[config.mk]
export PLATFORM = sky130hd
export DESIGN_NAME = shift_seq_engine
export DESIGN_NICKNAME = d
export VERILOG_FILES = /design/src/rtl/shift_seq_engine.sv
export SDC_FILE = /design/constraint.sdc
export NUM_CORES = 1
export LEC_CHECK = 0
export CAP_MARGIN = 20
export CORE_AREA = 8 8 78 53
export DETAILED_ROUTE_END_ITERATION = 10
export DIE_AREA = 0 0 86 61
export DONT_BUFFER_PORTS = 1
export PLACE_DENSITY_LB_ADDON = 0.15
export SLEW_MARGIN = 20
export SYNTH_ARGS = -nofsm -noshare
export SYNTH_HDL_FRONTEND = slang
export SYNTH_SLANG_ARGS = --single-unit
[constraint.sdc]
create_clock -name clk -period 1.4 [get_ports clk]
set_input_delay 0.35 -clock clk [delete_from_list [all_inputs] [get_ports clk]]
set_output_delay 0.35 -clock clk [all_outputs]
set_load 0.01 [all_outputs]
[src/rtl/shift_seq_engine.sv]
// shift_seq_engine: sequenced shift/rotate engine.
// An accepted start optionally parallel-loads the register and latches the
// mode, direction and run length. The engine then performs exactly `len`
// shifts and pulses `done` for one cycle.
//
//   state   | meaning
//   --------+-----------------------------------------------------------
//   ST_IDLE | waiting for start; register holds its last value
//   ST_RUN  | one shift per enabled edge; cnt holds the remaining shifts
//   ST_DONE | done=1 for one enabled cycle; a start here is accepted
module shift_seq_engine #(
  parameter int WIDTH   = 8,
  parameter int COUNT_W = 4
) (
  input  logic               clk,
  input  logic               rst_n,
  input  logic               ena,
  input  logic               start,
  input  logic               load,
  input  logic [1:0]         mode,
  input  logic               dir,
  input  logic [COUNT_W-1:0] len,
  input  logic               ser_in,
  input  logic [WIDTH-1:0]   par_in,
  output logic [WIDTH-1:0]   par_out,
  output logic               ser_out,
  output logic               busy,
  output logic               done
);

  localparam logic [1:0] MODE_SHIFT_IN   = 2'b00;
  localparam logic [1:0] MODE_ROTATE     = 2'b01;
  localparam logic [1:0] MODE_SHIFT_ZERO = 2'b10;
  localparam logic [1:0] MODE_ARITH      = 2'b11;

  typedef enum logic [1:0] {
    ST_IDLE = 2'b00,
    ST_RUN  = 2'b01,
    ST_DONE = 2'b10
  } state_t;

  state_t             state_q, state_nxt;
  logic [WIDTH-1:0]   sh_reg_q, sh_reg_nxt;
  logic [COUNT_W-1:0] cnt_q, cnt_nxt;
  logic [1:0]         mode_q, mode_nxt;
  logic               dir_q, dir_nxt;
  logic               fill;
  logic [WIDTH-1:0]   shifted;

  // Fill bit and one-step shift result, using only the latched mode/dir.
  always_comb begin
    fill = 1'b0;
    case (mode_q)
      MODE_SHIFT_IN:   fill = ser_in;
      MODE_ROTATE:     fill = dir_q ? sh_reg_q[0] : sh_reg_q[WIDTH-1];
      MODE_SHIFT_ZERO: fill = 1'b0;
      MODE_ARITH:      fill = dir_q ? sh_reg_q[WIDTH-1] : 1'b0;
      default:         fill = 1'b0;
    endcase
    shifted = dir_q ? {fill, sh_reg_q[WIDTH-1:1]} : {sh_reg_q[WIDTH-2:0], fill};
  end

  // Next-state logic: start acceptance in IDLE/DONE, counted shifting in RUN.
  always_comb begin
    state_nxt  = state_q;
    sh_reg_nxt = sh_reg_q;
    cnt_nxt    = cnt_q;
    mode_nxt   = mode_q;
    dir_nxt    = dir_q;
    case (state_q)
      ST_IDLE, ST_DONE: begin
        if (start) begin
          mode_nxt = mode;
          dir_nxt  = dir;
          cnt_nxt  = len;
          if (load) sh_reg_nxt = par_in;
          state_nxt = (len != '0) ? ST_RUN : ST_DONE;
        end else if (state_q == ST_DONE) begin
          state_nxt = ST_IDLE;
        end
      end
      ST_RUN: begin
        sh_reg_nxt = shifted;
        cnt_nxt    = cnt_q - COUNT_W'(1);
        if (cnt_q == COUNT_W'(1)) state_nxt = ST_DONE;
      end
      default: state_nxt = ST_IDLE;
    endcase
  end

  // State register; ena=0 freezes everything, reset acts regardless.
  always_ff @(posedge clk or negedge rst_n) begin
    if (!rst_n) begin
      state_q  <= ST_IDLE;
      sh_reg_q <= '0;
      cnt_q    <= '0;
      mode_q   <= 2'b00;
      dir_q    <= 1'b0;
    end else if (ena) begin
      state_q  <= state_nxt;
      sh_reg_q <= sh_reg_nxt;
      cnt_q    <= cnt_nxt;
      mode_q   <= mode_nxt;
      dir_q    <= dir_nxt;
    end
  end

  assign par_out = sh_reg_q;
  assign ser_out = dir_q ? sh_reg_q[0] : sh_reg_q[WIDTH-1];
  assign busy    = (state_q == ST_RUN);
  assign done    = (state_q == ST_DONE);

endmodule

==> impl_metrics.env <==
export IMPL_hpwl_um=2060
export IMPL_dieWidth_um=86
export IMPL_num_antenna_cells=0
export IMPL_crit_fanout=5
export IMPL_yosys_area_top_type_share_pct=42.6
export IMPL_synth_main_ff_cell="dfrtp_1"
export IMPL_hold_class="input pin to flip-flop"
export IMPL_drv_cap=0
export IMPL_synth_seq_area_share_pct=42.6
export IMPL_first_pass_iters=4
export IMPL_grt_max_degree=19
export IMPL_setup_viol=0
export IMPL_worstSetupPathType="flip-flop to primary output"
export IMPL_worst_ep_required_time_ps=1050
export IMPL_first_iter_violations=86
export IMPL_wire_per_inst_um=15.7
export IMPL_max_slew_margin_pct=45.4
export IMPL_min_to="par_out[0]"
export IMPL_synth_top_cell_by_area="dfrtp_1"
export IMPL_hold_path_startpoint="ena"
export IMPL_pin_count=32
export IMPL_io_buffers=0
export IMPL_fillers=298
export IMPL_num_vias=838
export IMPL_cts_clk_slew_worst_paths_ps=70
export IMPL_grt_ovfl_total=0
export IMPL_yosys_cell_types_count=32
export IMPL_rows=16
export IMPL_tns_ps=0
export IMPL_ir_drop_mv=0.745
export IMPL_grtUsageTotal_pct=11.1
export IMPL_start_util_pct=33.0
export IMPL_run_status="completed"
export IMPL_cts_sinks=17
export IMPL_core_area_um2=3020
export IMPL_placed_area_um2=1090
export IMPL_rsz0062_at_grt="yes"
export IMPL_synth_most_common_cell="dfrtp_1"
export IMPL_async_flop_share_pct=100
export IMPL_grt_pass1_wl_um=4350
export IMPL_syn_instance_count=114
export IMPL_hold_viol_final=0
export IMPL_vias_per_cell=4.99
export IMPL_htreeDepth=1
export IMPL_start_kind="flip-flop"
export IMPL_min_period_over_period_pct=97.2
export IMPL_min_delay_path_depth=1
export IMPL_clock_skew_ps=2.53
export IMPL_synthesis_area_per_instance_um2=8.76
export IMPL_drc=0
export IMPL_final_cells=168
export IMPL_cts_tree="done"
export IMPL_fin_area_um2=1180
export IMPL_post_route_min_period_ps=1360
export IMPL_die_area_um2=5250
export IMPL_dieHeight_um=61
export IMPL_reg2reg_from="state_q[0]"
export IMPL_ys_warn_count=0
export IMPL_syn_area_um2=998
export IMPL_critPathArrivalTime_ps=1010
export IMPL_grt_pass1_vias=814
export IMPL_end_kind="primary output"
export IMPL_clockRootBuffer="clkbuf_8"
export IMPL_worst_pin_slew_ps=819
export IMPL_detail_route_antenna_nets=0
export IMPL_finalWirelength_um=2640
export IMPL_clockBufferDepth=2
export IMPL_clkLatencyLatePin_ps=260
export IMPL_power_density_nw_per_um2=2240
export IMPL_cts_buffers_inserted=3
export IMPL_synth_edf_count=0
export IMPL_rr_endpoint="par_out[1]"
export IMPL_gp_congestion=0.878
export IMPL_drive_gt1_share_pct=20.3
export IMPL_antenna_found_initial=0
export IMPL_r2r_setup_slack_ps=100
export IMPL_synth_seq_cells=17
export IMPL_fmax_mhz=735
export IMPL_syn_to_final_growth_pct=18.7
export IMPL_slew_viol_final=0
export IMPL_placed_cells=163
export IMPL_r2r_cells=5
export IMPL_p_leak_nw=0.532
export IMPL_synth_area_leaders="dfrtp_1, mux2i_1, nor2_1"
export IMPL_synth_nets=137
export IMPL_nets=147
export IMPL_synthTopCellsByCount="dfrtp_1, nor2_1, nand2_1"
export IMPL_finalPower_mw=2.65
[worst max-delay path, cell delays in order (launching register included)]
cell and delay (ps):
dfrtp_1 400, nand2b_4 170, inv_4 70, buf_6 120
[routing by layer]
| metal | GRT usage [%] | wire, um |
|---|---|---|
| met5 | 0 | 0 |
| met4 | 4.95 | 46 |
| met3 | 5.68 | 256 |
| met2 | 15.5 | 1100 |
| met1 | 14.0 | 1240 |
[sequential cells by signal, summed over array words and instances (netlist names)]
name     flops
par_out      8
cnt_q        4
mode_q       2
state_q      2
dir_q        1
[report_power, final]
part / internal (mW) / leakage, nW / switching (mW)
logic: 0.589 / 0.305 / 0.641
clock network: 0.198 / 0.0255 / 0.180
registers: 0.725 / 0.202 / 0.317
total: 1.51 / 0.532 / 1.14
[cell families (layout without fill, tap and decap cells)]
group                      Yosys count  after routing  share of synthesized area (%)
AOI/OAI and AO/OA                   36             36                           22.2
adders and majority gates            2              2                           2.51
buffers and inverters               11             20                           5.26
DFF                                 17             17                           42.6
muxes                                9              9                           9.40
and+or+nand+nor                     39             39                           18.0
[worst max path at each step]
stage	start	endpoint	slack, ps	depth (start not counted)
6_report	state_q[1]	busy	40	3
5_1_grt	state_q[1]	busy	-9	3
4_1_cts	par_out[0]	ser_out	7	3
3_5_place_dp	state_q[0]	cnt_q[2]	90	5
3_3_place_gp	cnt_q[0]	state_q[0]	110	5
2_1_floorplan	dir_q	ser_out	90	3
[through the flow]
| step | worst slack, ps | utilization [%] | hold slack (ps) |
|---|---|---|---|
| after floorplan | 94.8 | - | 54.4 |
| after detailed placement | 93.6 | 36.1 | 55.1 |
| after global routing | -8.79 | 39.2 | 194 |
| after global placement | 112 | 36.1 | 55.1 |
| final | 38.8 | 39.2 | 200 |
| after CTS | 6.50 | 38.2 | 198 |
[layout make-up]
type | instances | area, um^2 | area share, %
timing repair buffer | 10 | 87.6 | 7.39
clock inverter | 1 | 5.00 | 0.422
sequential | 17 | 428 | 36.1
multi-input combinational | 86 | 542 | 45.7
tap | 45 | 56.3 | 4.75
clock buffer | 3 | 41.3 | 3.48
inverter | 6 | 25.0 | 2.11
[repair_timing]
| action | 4_1_cts | 5_1_grt |
|---|---|---|
| hold buffers | 1 | 0 |
| resized for setup | 1 | 10 |
| hold endpoints to repair | 17 | 0 |
| endpoints found under the setup margin | 1 | 15 |
| buffers inserted | 0 | 0 |
[layout by cell type (no fill, tap or decap), types with 2 or more instances in the layout]
master,instances
o21ai_2,2
buf_4,7
dfrtp_2,2
buf_6,2
nand2_1,13
clkbuf_8,3
inv_1,5
dfrtp_1,15
mux2_2,3
nand3_1,2
mux2i_1,6
nor2_1,14
o21ai_1,7
a21oi_1,9
ha_1,2
o21ai_0,6
a31oi_1,3
o22a_1,2
No activity file was read; power rests on OpenSTA's default activity.
